$ cat src/rtl/kinase_seq_pkg.sv
// -----------------------------------------------------------------------------
// kinase_seq_pkg
// Shared definitions for the kinase actuation sequencer: FSM state encoding,
// pump-select encodings, pad-bundle widths and the six-step peristaltic
// drive patterns for pump_a (3 valves) and pump_b (2 valves).
// Optional feature macro used by the top level: KINASE_SEQ_ABORT_EN.
// -----------------------------------------------------------------------------
package kinase_seq_pkg;

    localparam int CTRL_A_W = 13;
    localparam int CTRL_S_W = 4;
    localparam int PUMP_A_W = 3;
    localparam int PUMP_B_W = 2;
    localparam int PHASES   = 6;

    typedef enum logic [2:0] {
        ST_IDLE,
        ST_SETTLE,
        ST_PUMP,
        ST_DWELL,
        ST_DONE
    } seq_state_t;

    localparam logic [1:0] SEL_NONE = 2'b00;
    localparam logic [1:0] SEL_A    = 2'b01;
    localparam logic [1:0] SEL_B    = 2'b10;
    localparam logic [1:0] SEL_BOTH = 2'b11;

    // Step 0 lives in the least significant slice.
    localparam logic [PHASES*PUMP_A_W-1:0] PUMP_A_PAT =
        {3'b101, 3'b001, 3'b011, 3'b010, 3'b110, 3'b100};
    localparam logic [PHASES*PUMP_B_W-1:0] PUMP_B_PAT =
        {2'b01, 2'b10, 2'b01, 2'b10, 2'b01, 2'b10};

    function automatic logic [PUMP_A_W-1:0] pump_a_at(input logic [2:0] phase);
        logic [PUMP_A_W-1:0] pat;
        pat = '0;
        for (int i = 0; i < PHASES; i++) begin
            if (int'(phase) == i) pat = PUMP_A_PAT[i*PUMP_A_W +: PUMP_A_W];
        end
        return pat;
    endfunction

    function automatic logic [PUMP_B_W-1:0] pump_b_at(input logic [2:0] phase);
        logic [PUMP_B_W-1:0] pat;
        pat = '0;
        for (int i = 0; i < PHASES; i++) begin
            if (int'(phase) == i) pat = PUMP_B_PAT[i*PUMP_B_W +: PUMP_B_W];
        end
        return pat;
    endfunction

endpackage

$ cat src/rtl/kinase_pump_phase_gen.sv
// -----------------------------------------------------------------------------
// kinase_pump_phase_gen
// Runs the peristaltic pumps for a given number of full 6-step cycles.
// Ports:
//   clk, rst      clock, asynchronous active-high reset
//   i_start       one-cycle pulse: begin at step 0 on the next edge
//   i_stop        abandon the run; pumps go to 0 on the next edge
//   i_sel         pump select (held stable by the caller during the run)
//   i_cycles      number of full cycles, 1..255 (held stable during the run)
//   o_pump_a      3-valve drive, 0 when idle or unselected
//   o_pump_b      2-valve drive, 0 when idle or unselected
//   o_finished    high during the last clock of the run; pumps are 0 after
//                 the edge that ends that clock
// -----------------------------------------------------------------------------
module kinase_pump_phase_gen
    import kinase_seq_pkg::*;
#(
    parameter int STEP_CYCLES = 500
) (
    input  logic                clk,
    input  logic                rst,
    input  logic                i_start,
    input  logic                i_stop,
    input  logic [1:0]          i_sel,
    input  logic [7:0]          i_cycles,
    output logic [PUMP_A_W-1:0] o_pump_a,
    output logic [PUMP_B_W-1:0] o_pump_b,
    output logic                o_finished
);

    localparam int STEP_W = (STEP_CYCLES > 1) ? $clog2(STEP_CYCLES) : 1;

    logic              r_run;
    logic [STEP_W-1:0] r_step_cnt;
    logic [2:0]        r_phase;
    logic [7:0]        r_cyc_cnt;

    logic w_step_last;
    logic w_phase_last;
    logic w_cyc_last;

    assign w_step_last  = (r_step_cnt == STEP_W'(STEP_CYCLES - 1));
    assign w_phase_last = (r_phase == 3'(PHASES - 1));
    // Counts 0..cycles-1, so the 8-bit counter never wraps even at 255.
    assign w_cyc_last   = (r_cyc_cnt == (i_cycles - 8'd1));
    assign o_finished   = r_run && w_step_last && w_phase_last && w_cyc_last;

    always_ff @(posedge clk or posedge rst) begin
        if (rst) begin
            r_run      <= 1'b0;
            r_step_cnt <= '0;
            r_phase    <= '0;
            r_cyc_cnt  <= '0;
        end else if (i_stop) begin
            r_run <= 1'b0;
        end else if (i_start) begin
            r_run      <= 1'b1;
            r_step_cnt <= '0;
            r_phase    <= '0;
            r_cyc_cnt  <= '0;
        end else if (r_run) begin
            if (w_step_last) begin
                r_step_cnt <= '0;
                if (w_phase_last) begin
                    r_phase <= '0;
                    if (w_cyc_last) r_run <= 1'b0;
                    else            r_cyc_cnt <= r_cyc_cnt + 8'd1;
                end else begin
                    r_phase <= r_phase + 3'd1;
                end
            end else begin
                r_step_cnt <= r_step_cnt + STEP_W'(1);
            end
        end
    end

    assign o_pump_a = (r_run && i_sel[0]) ? pump_a_at(r_phase) : '0;
    assign o_pump_b = (r_run && i_sel[1]) ? pump_b_at(r_phase) : '0;

endmodule

$ cat src/rtl/kinase_actuation_sequencer.sv
// -----------------------------------------------------------------------------
// kinase_actuation_sequencer
// Drives the kinase_activity chip control pads. Per accepted command: apply
// the valve pattern, settle, pump N full cycles, dwell, pulse done.
// Optional feature macro: KINASE_SEQ_ABORT_EN (adds the abort input).
// Ports:
//   clk, rst          clock, asynchronous active-high reset
//   abort             (KINASE_SEQ_ABORT_EN only) stop the active command
//   cmd_valid/ready   command handshake; ready only in IDLE
//   cmd_ctrl_a/s      valve patterns
//   cmd_pump_sel      00 none, 01 pump_a, 10 pump_b, 11 both
//   cmd_pump_cycles   full pump cycles to run
//   cmd_dwell         clocks to dwell after pumping
//   ctrl_a, ctrl_s    registered valve drive, held after completion
//   pump_a, pump_b    peristaltic drive
//   busy              FSM not in IDLE
//   done              one-cycle completion pulse
// -----------------------------------------------------------------------------
module kinase_actuation_sequencer
    import kinase_seq_pkg::*;
#(
    parameter int SETTLE_CYCLES = 1000,
    parameter int STEP_CYCLES   = 500,
    parameter int DWELL_W       = 16
) (
    input  logic                clk,
    input  logic                rst,
`ifdef KINASE_SEQ_ABORT_EN
    input  logic                abort,
`endif
    input  logic                cmd_valid,
    output logic                cmd_ready,
    input  logic [CTRL_A_W-1:0] cmd_ctrl_a,
    input  logic [CTRL_S_W-1:0] cmd_ctrl_s,
    input  logic [1:0]          cmd_pump_sel,
    input  logic [7:0]          cmd_pump_cycles,
    input  logic [DWELL_W-1:0]  cmd_dwell,
    output logic [CTRL_A_W-1:0] ctrl_a,
    output logic [CTRL_S_W-1:0] ctrl_s,
    output logic [PUMP_A_W-1:0] pump_a,
    output logic [PUMP_B_W-1:0] pump_b,
    output logic                busy,
    output logic                done
);

    localparam int SET_W = $clog2(SETTLE_CYCLES + 1);
    localparam int CNT_W = (DWELL_W > SET_W) ? DWELL_W : SET_W;

    seq_state_t          r_state;
    seq_state_t          w_next;
    logic [CNT_W-1:0]    r_cnt;
    logic [1:0]          r_sel;
    logic [7:0]          r_cycles;
    logic [DWELL_W-1:0]  r_dwell;
    logic [CTRL_A_W-1:0] r_ctrl_a;
    logic [CTRL_S_W-1:0] r_ctrl_s;

    logic w_accept;
    logic w_start;
    logic w_abort_hit;
    logic w_finished;
    logic w_pump_needed;
    logic w_dwell_zero;
    logic w_settle_last;
    logic w_dwell_last;
    logic w_abort_in;

`ifdef KINASE_SEQ_ABORT_EN
    assign w_abort_in = abort;
`else
    assign w_abort_in = 1'b0;
`endif

    // All decisions use the latched command fields.
    assign w_pump_needed = (r_sel != SEL_NONE) && (r_cycles != 8'd0);
    assign w_dwell_zero  = (r_dwell == '0);
    assign w_settle_last = (r_cnt == CNT_W'(SETTLE_CYCLES - 1));
    assign w_dwell_last  = (r_cnt == (CNT_W'(r_dwell) - CNT_W'(1)));
    assign w_accept      = (r_state == ST_IDLE) && cmd_valid;
    assign w_abort_hit   = w_abort_in &&
                           ((r_state == ST_SETTLE) || (r_state == ST_PUMP) ||
                            (r_state == ST_DWELL));

    always_ff @(posedge clk or posedge rst) begin
        if (rst) r_state <= ST_IDLE;
        else     r_state <= w_next;
    end

    always_comb begin
        w_next    = r_state;
        w_start   = 1'b0;
        cmd_ready = 1'b0;
        busy      = (r_state != ST_IDLE);
        done      = 1'b0;
        case (r_state)
            ST_IDLE: begin
                cmd_ready = 1'b1;
                if (cmd_valid) w_next = ST_SETTLE;
            end
            ST_SETTLE: begin
                if (w_abort_hit) begin
                    w_next = ST_DONE;
                end else if (w_settle_last) begin
                    if (w_pump_needed) begin
                        w_next  = ST_PUMP;
                        w_start = 1'b1;
                    end else begin
                        w_next = w_dwell_zero ? ST_DONE : ST_DWELL;
                    end
                end
            end
            ST_PUMP: begin
                if (w_abort_hit)     w_next = ST_DONE;
                else if (w_finished) w_next = w_dwell_zero ? ST_DONE : ST_DWELL;
            end
            ST_DWELL: begin
                if (w_abort_hit || w_dwell_last) w_next = ST_DONE;
            end
            ST_DONE: begin
                done   = 1'b1;
                w_next = ST_IDLE;
            end
            default: w_next = ST_IDLE;
        endcase
    end

    // Shared settle/dwell counter, cleared on every state change.
    always_ff @(posedge clk or posedge rst) begin
        if (rst) begin
            r_cnt <= '0;
        end else if (r_state != w_next) begin
            r_cnt <= '0;
        end else if ((r_state == ST_SETTLE) || (r_state == ST_DWELL)) begin
            r_cnt <= r_cnt + CNT_W'(1);
        end
    end

    always_ff @(posedge clk or posedge rst) begin
        if (rst) begin
            r_sel    <= '0;
            r_cycles <= '0;
            r_dwell  <= '0;
            r_ctrl_a <= '0;
            r_ctrl_s <= '0;
        end else if (w_accept) begin
            r_sel    <= cmd_pump_sel;
            r_cycles <= cmd_pump_cycles;
            r_dwell  <= cmd_dwell;
            r_ctrl_a <= cmd_ctrl_a;
            r_ctrl_s <= cmd_ctrl_s;
        end else if (w_abort_hit) begin
            r_ctrl_a <= '0;
            r_ctrl_s <= '0;
        end
    end

    assign ctrl_a = r_ctrl_a;
    assign ctrl_s = r_ctrl_s;

    kinase_pump_phase_gen #(
        .STEP_CYCLES(STEP_CYCLES)
    ) u_phase_gen (
        .clk        (clk),
        .rst        (rst),
        .i_start    (w_start),
        .i_stop     (w_abort_hit),
        .i_sel      (r_sel),
        .i_cycles   (r_cycles),
        .o_pump_a   (pump_a),
        .o_pump_b   (pump_b),
        .o_finished (w_finished)
    );

endmodule

$ cat config.mk
export PLATFORM = sky130hd
export DESIGN_NAME = kinase_actuation_sequencer
export DESIGN_NICKNAME = d
export VERILOG_FILES = /design/src/rtl/kinase_seq_pkg.sv /design/src/rtl/kinase_pump_phase_gen.sv /design/src/rtl/kinase_actuation_sequencer.sv
export SDC_FILE = /design/constraint.sdc
export NUM_CORES = 1
export LEC_CHECK = 0
export ABC_AREA = 1
export CAP_MARGIN = 5
export CORE_MARGIN = 3
export CORE_UTILIZATION = 35
export DETAILED_ROUTE_END_ITERATION = 12
export DONT_BUFFER_PORTS = 1
export MAX_ROUTING_LAYER = met4
export PLACE_DENSITY = 0.51
export REMOVE_ABC_BUFFERS = 1
export SETUP_SLACK_MARGIN = 0.4
export SYNTH_ARGS = -nofsm -noshare
export SYNTH_HDL_FRONTEND = slang
export SYNTH_SLANG_ARGS = --single-unit
$ cat constraint.sdc
create_clock -name clk -period 2.6 [get_ports clk]
set_clock_uncertainty 0.15 [all_clocks]
set_input_delay 0.52 -clock clk [delete_from_list [all_inputs] [get_ports clk]]
set_output_delay 0.52 -clock clk [all_outputs]
set_load 0.01 [all_outputs]
==> flow_metrics.py <==
metrics = {
    "route": {
        "detail_route.wirelength_um": 12900,
        "ant_nets": 0,
        "drt_iter0_drc": 280,
        "vias": 4478,
        "detail_route.drc_violations": 0,
        "drt_pre_antenna_iters": 4,
        "routedWlPerCell_um": 13.9,
        "via_per_inst": 4.84,
    },
    "clock_tree": {
        "cts-root-to-sink-buffers": 2,
        "cts_num_sinks": 83,
        "clk_pin_slew_ns": 0.07,
        "cts_tree": "built",
        "worst_skew_pair.late_latency_ns": 0.35,
        "cts-htree-levels": 3,
        "cts.root.buffer_cell": "sky130_fd_sc_hd__clkbuf_16",
        "cts_inserted_buffers": 9,
    },
    "timing": {
        "max-slew-margin-rel": 0.665,
        "setup_repair_after_global_routing_missed_its_margin": "true",
        "finalHoldWorstSlack_ns": 0.127,
        "layout_min_cycle_time_ns": 2.38,
        "period_share": 0.915,
        "max_freq_ghz": 0.420,
        "finalSetupViolCount": 0,
        "layout_setup_ws_ns": 0.220,
        "timing.setup.tns_ns": 0,
        "slew_viol_final": 0,
        "max_slew.worst_pin.slew_ns": 0.500,
        "final_hold_violation_count": 0,
    },
    "cells_and_area": {
        "fin_nets": 794,
        "finalNonFillerCells": 926,
        "n_antenna_cell": 0,
        "finalInstanceArea_mm2": 0.00608,
        "area.growth.synth_to_final_pct": 21.0,
        "layout.core_utilization": 0.435,
        "drive_above_1_share": 0.209,
    },
    "synthesis": {
        "synth.most_common_cell": "sky130_fd_sc_hd__nand2_1",
        "syn_inst": 701,
        "post_synthesis_cell_type_count": 36,
        "part_of_the_yosys_area_used_for_sequential_elements": 0.413,
        "synthDominantCellAreaShare": 0.413,
        "synth.area.top_cells": "sky130_fd_sc_hd__dfrtp_1 (41%), sky130_fd_sc_hd__nand2_1 (17%), sky130_fd_sc_hd__inv_1 (6.0%), sky130_fd_sc_hd__nor2_1 (5.7%), sky130_fd_sc_hd__nand3_1 (4.6%)",
        "synthesis.yosys.warnings": 0,
        "synth_largest_area_cell": "sky130_fd_sc_hd__dfrtp_1",
        "postSynthAreaPerCell_um2": 7.18,
        "dominantRegCellSynth": "sky130_fd_sc_hd__dfrtp_1",
        "synthesis.area_mm2": 0.00503,
        "synth_seq_cells": 83,
        "synthTopCellsByCount": "sky130_fd_sc_hd__nand2_1 (223), sky130_fd_sc_hd__dfrtp_1 (83), sky130_fd_sc_hd__inv_1 (80), sky130_fd_sc_hd__nor2_1 (76), sky130_fd_sc_hd__nand3_1 (46)",
        "proportion_of_synthesized_flip_flops_having_asynchronous_set_or_reset": 1.00,
        "synth-edff-count": 0,
    },
    "placed_design": {
        "placed_cells_incl_taps": 883,
        "port-buffer-count": 0,
        "gpl.final_weighted_congestion": 0.920,
        "detailed_place_hpwl_um": 9270,
        "place_worst_setup_slack_ns": 0.0331,
        "cell_area_after_placement_mm2": 0.00532,
    },
    "floorplanning": {
        "core_mm2": 0.0140,
        "top_level_ports": 71,
        "placementRows": 43,
        "design.die.area_mm2": 0.0158,
        "width_of_the_die_um": 126,
        "die_y_um": 126,
        "floorplan.initialDensity": 0.360,
    },
    "global_routing": {
        "groute.usage.overall": 0.173,
        "grt_pass1_wl_um": 21900,
        "global_route.overflow_total": 0,
        "grt_antenna_before_repair": 0,
        "number_of_global_route_vias_before_repair": 4559,
        "maximum_number_of_pins_on_one_net_before_global_route_repair": 60,
    },
    "pwr": {
        "p_leak_nw": 3.00,
        "irDropWorstVdd_v": 0.000419,
        "report.power.total_mw": 2.63,
        "power.density_mw_per_mm2": 433,
    },
    "worst_setup_path": {
        "crit_path_start_kind": "flop",
        "critPathMaxStageDelay_ns": 0.43,
        "cp.buffers_inverters": 2,
        "timing.critical_path.required_ns": 2.69,
        "path_delay_family": "simple AND/OR/NAND/NOR gates",
        "timing.critical_path.cells": "ha_1 -> inv_1 -> nor3_1 -> nand4_1 -> nor2_1 -> nor2_1 -> nor2_2 -> nand4_1 -> buf_6 -> nand3_4 -> nor2_2",
        "critical_path.max_fanout": 8,
        "setup.worst_path.end_class": "flop",
        "worst-endpoint-arrival_ns": 2.47,
        "crit_path_top_delay_cell": "sky130_fd_sc_hd__dfrtp_1",
        "critPathKind": "flop to flop",
    },
    "worst_hold_path": {
        "worst_hold_path_type": "input pin to flop",
    },
    "run_status": {
        "status": "complete, no violations",
    },
    "flow_run": {
        "drv.max_cap_violation_count": 0,
    },
}
metal layers:
layer	wire [um]	track usage	vias to the layer above
met4	313	0.0681	0
met2	6350	0.284	70
met5	0	-	-
met1	5770	0.205	2090
li1	-	-	2295
met3	464	0.0424	23
repair_timing:
| action | CTS | global route |
|---|---|---|
| pin swaps | 15 | 38 |
| gates cloned | 1 | 0 |
| endpoints found under the setup margin | 23 | 38 |
| buffers inserted | 8 | 17 |
| hold endpoints to repair | 24 | 0 |
| gates resized for setup | 24 | 54 |
| hold buffers | 1 | 0 |
report_power, final:
part	switching (mW)	total [mW]	internal (mW)
Clock	0.561	1.31	0.751
Combinational	0.0258	0.0301	0.00430
Sequential	0	1.29	1.29
flip-flops by register name (all words and copies together) (netlist names):
register,flops
u_phase_gen.r_cyc_cnt,8
ctrl_s,4
r_cnt,16
r_sel,2
u_phase_gen.r_run,1
u_phase_gen.r_step_cnt,9
u_phase_gen.r_phase,3
ctrl_a,13
r_state,3
r_dwell,16
r_cycles,8
cell usage in the layout (no fill, tap or decap), types with 3 or more instances in the layout:
master,Yosys,layout
sky130_fd_sc_hd__a211oi_1,5,4
sky130_fd_sc_hd__a21oi_1,12,10
sky130_fd_sc_hd__buf_4,0,38
sky130_fd_sc_hd__clkbuf_16,0,9
sky130_fd_sc_hd__dfrtp_1,83,79
sky130_fd_sc_hd__dfrtp_2,0,4
sky130_fd_sc_hd__ha_1,7,4
sky130_fd_sc_hd__inv_1,80,71
sky130_fd_sc_hd__inv_2,6,15
sky130_fd_sc_hd__nand2_1,223,212
sky130_fd_sc_hd__nand2_2,5,13
sky130_fd_sc_hd__nand2_4,1,4
sky130_fd_sc_hd__nand3_1,46,41
sky130_fd_sc_hd__nand3_2,2,6
sky130_fd_sc_hd__nand3_4,1,3
sky130_fd_sc_hd__nand3b_1,5,5
sky130_fd_sc_hd__nand4_1,17,17
sky130_fd_sc_hd__nor2_1,76,56
sky130_fd_sc_hd__nor2_2,17,31
sky130_fd_sc_hd__nor2_4,2,8
sky130_fd_sc_hd__nor3_1,19,15
sky130_fd_sc_hd__nor3_2,2,4
sky130_fd_sc_hd__nor4_1,6,5
sky130_fd_sc_hd__o21ai_0,27,25
sky130_fd_sc_hd__o21ai_1,1,3
sky130_fd_sc_hd__xnor2_1,14,14
sky130_fd_sc_hd__xor2_1,21,21
layout make-up:
class	count	area [um^2]
clock inverters	7	76.3
flip-flops and latches	83	2080
well taps	180	225
clock buffers	9	225
repair buffers	41	327
fillers	1439	7900
multi-input cells	519	2820
inverters	87	328
final timing paths:
| kind | startpoint | endpoint | slack [ns] | cells after the start |
|---|---|---|---|---|
| max | r_cnt[0] | r_cnt[5] | 0.22 | 11 |
| max in group asynchronous | rst | u_phase_gen.r_step_cnt[8] | 1.14 | 3 |
| min in group asynchronous | rst | ctrl_a[0] | 0.48 | 2 |
| max reg2reg | r_cnt[0] | r_cnt[5] | 0.22 | 11 |
| min reg2reg | r_sel[1] | r_sel[1] | 0.38 | 2 |
| min | cmd_dwell[5] | r_dwell[5] | 0.13 | 2 |
kinds of logic after synthesis:
family,Yosys count,share of synthesized area
XOR/XNOR,35,0.0609
AO/OA/AOI/OAI,49,0.0530
AND/OR/NAND/NOR,426,0.377
buffers and inverters,100,0.0766
flip-flops,83,0.413
adder cells (fa/ha/maj),7,0.0174
multiplexers,1,0.00199
Power figures use the tool's default switching activity.
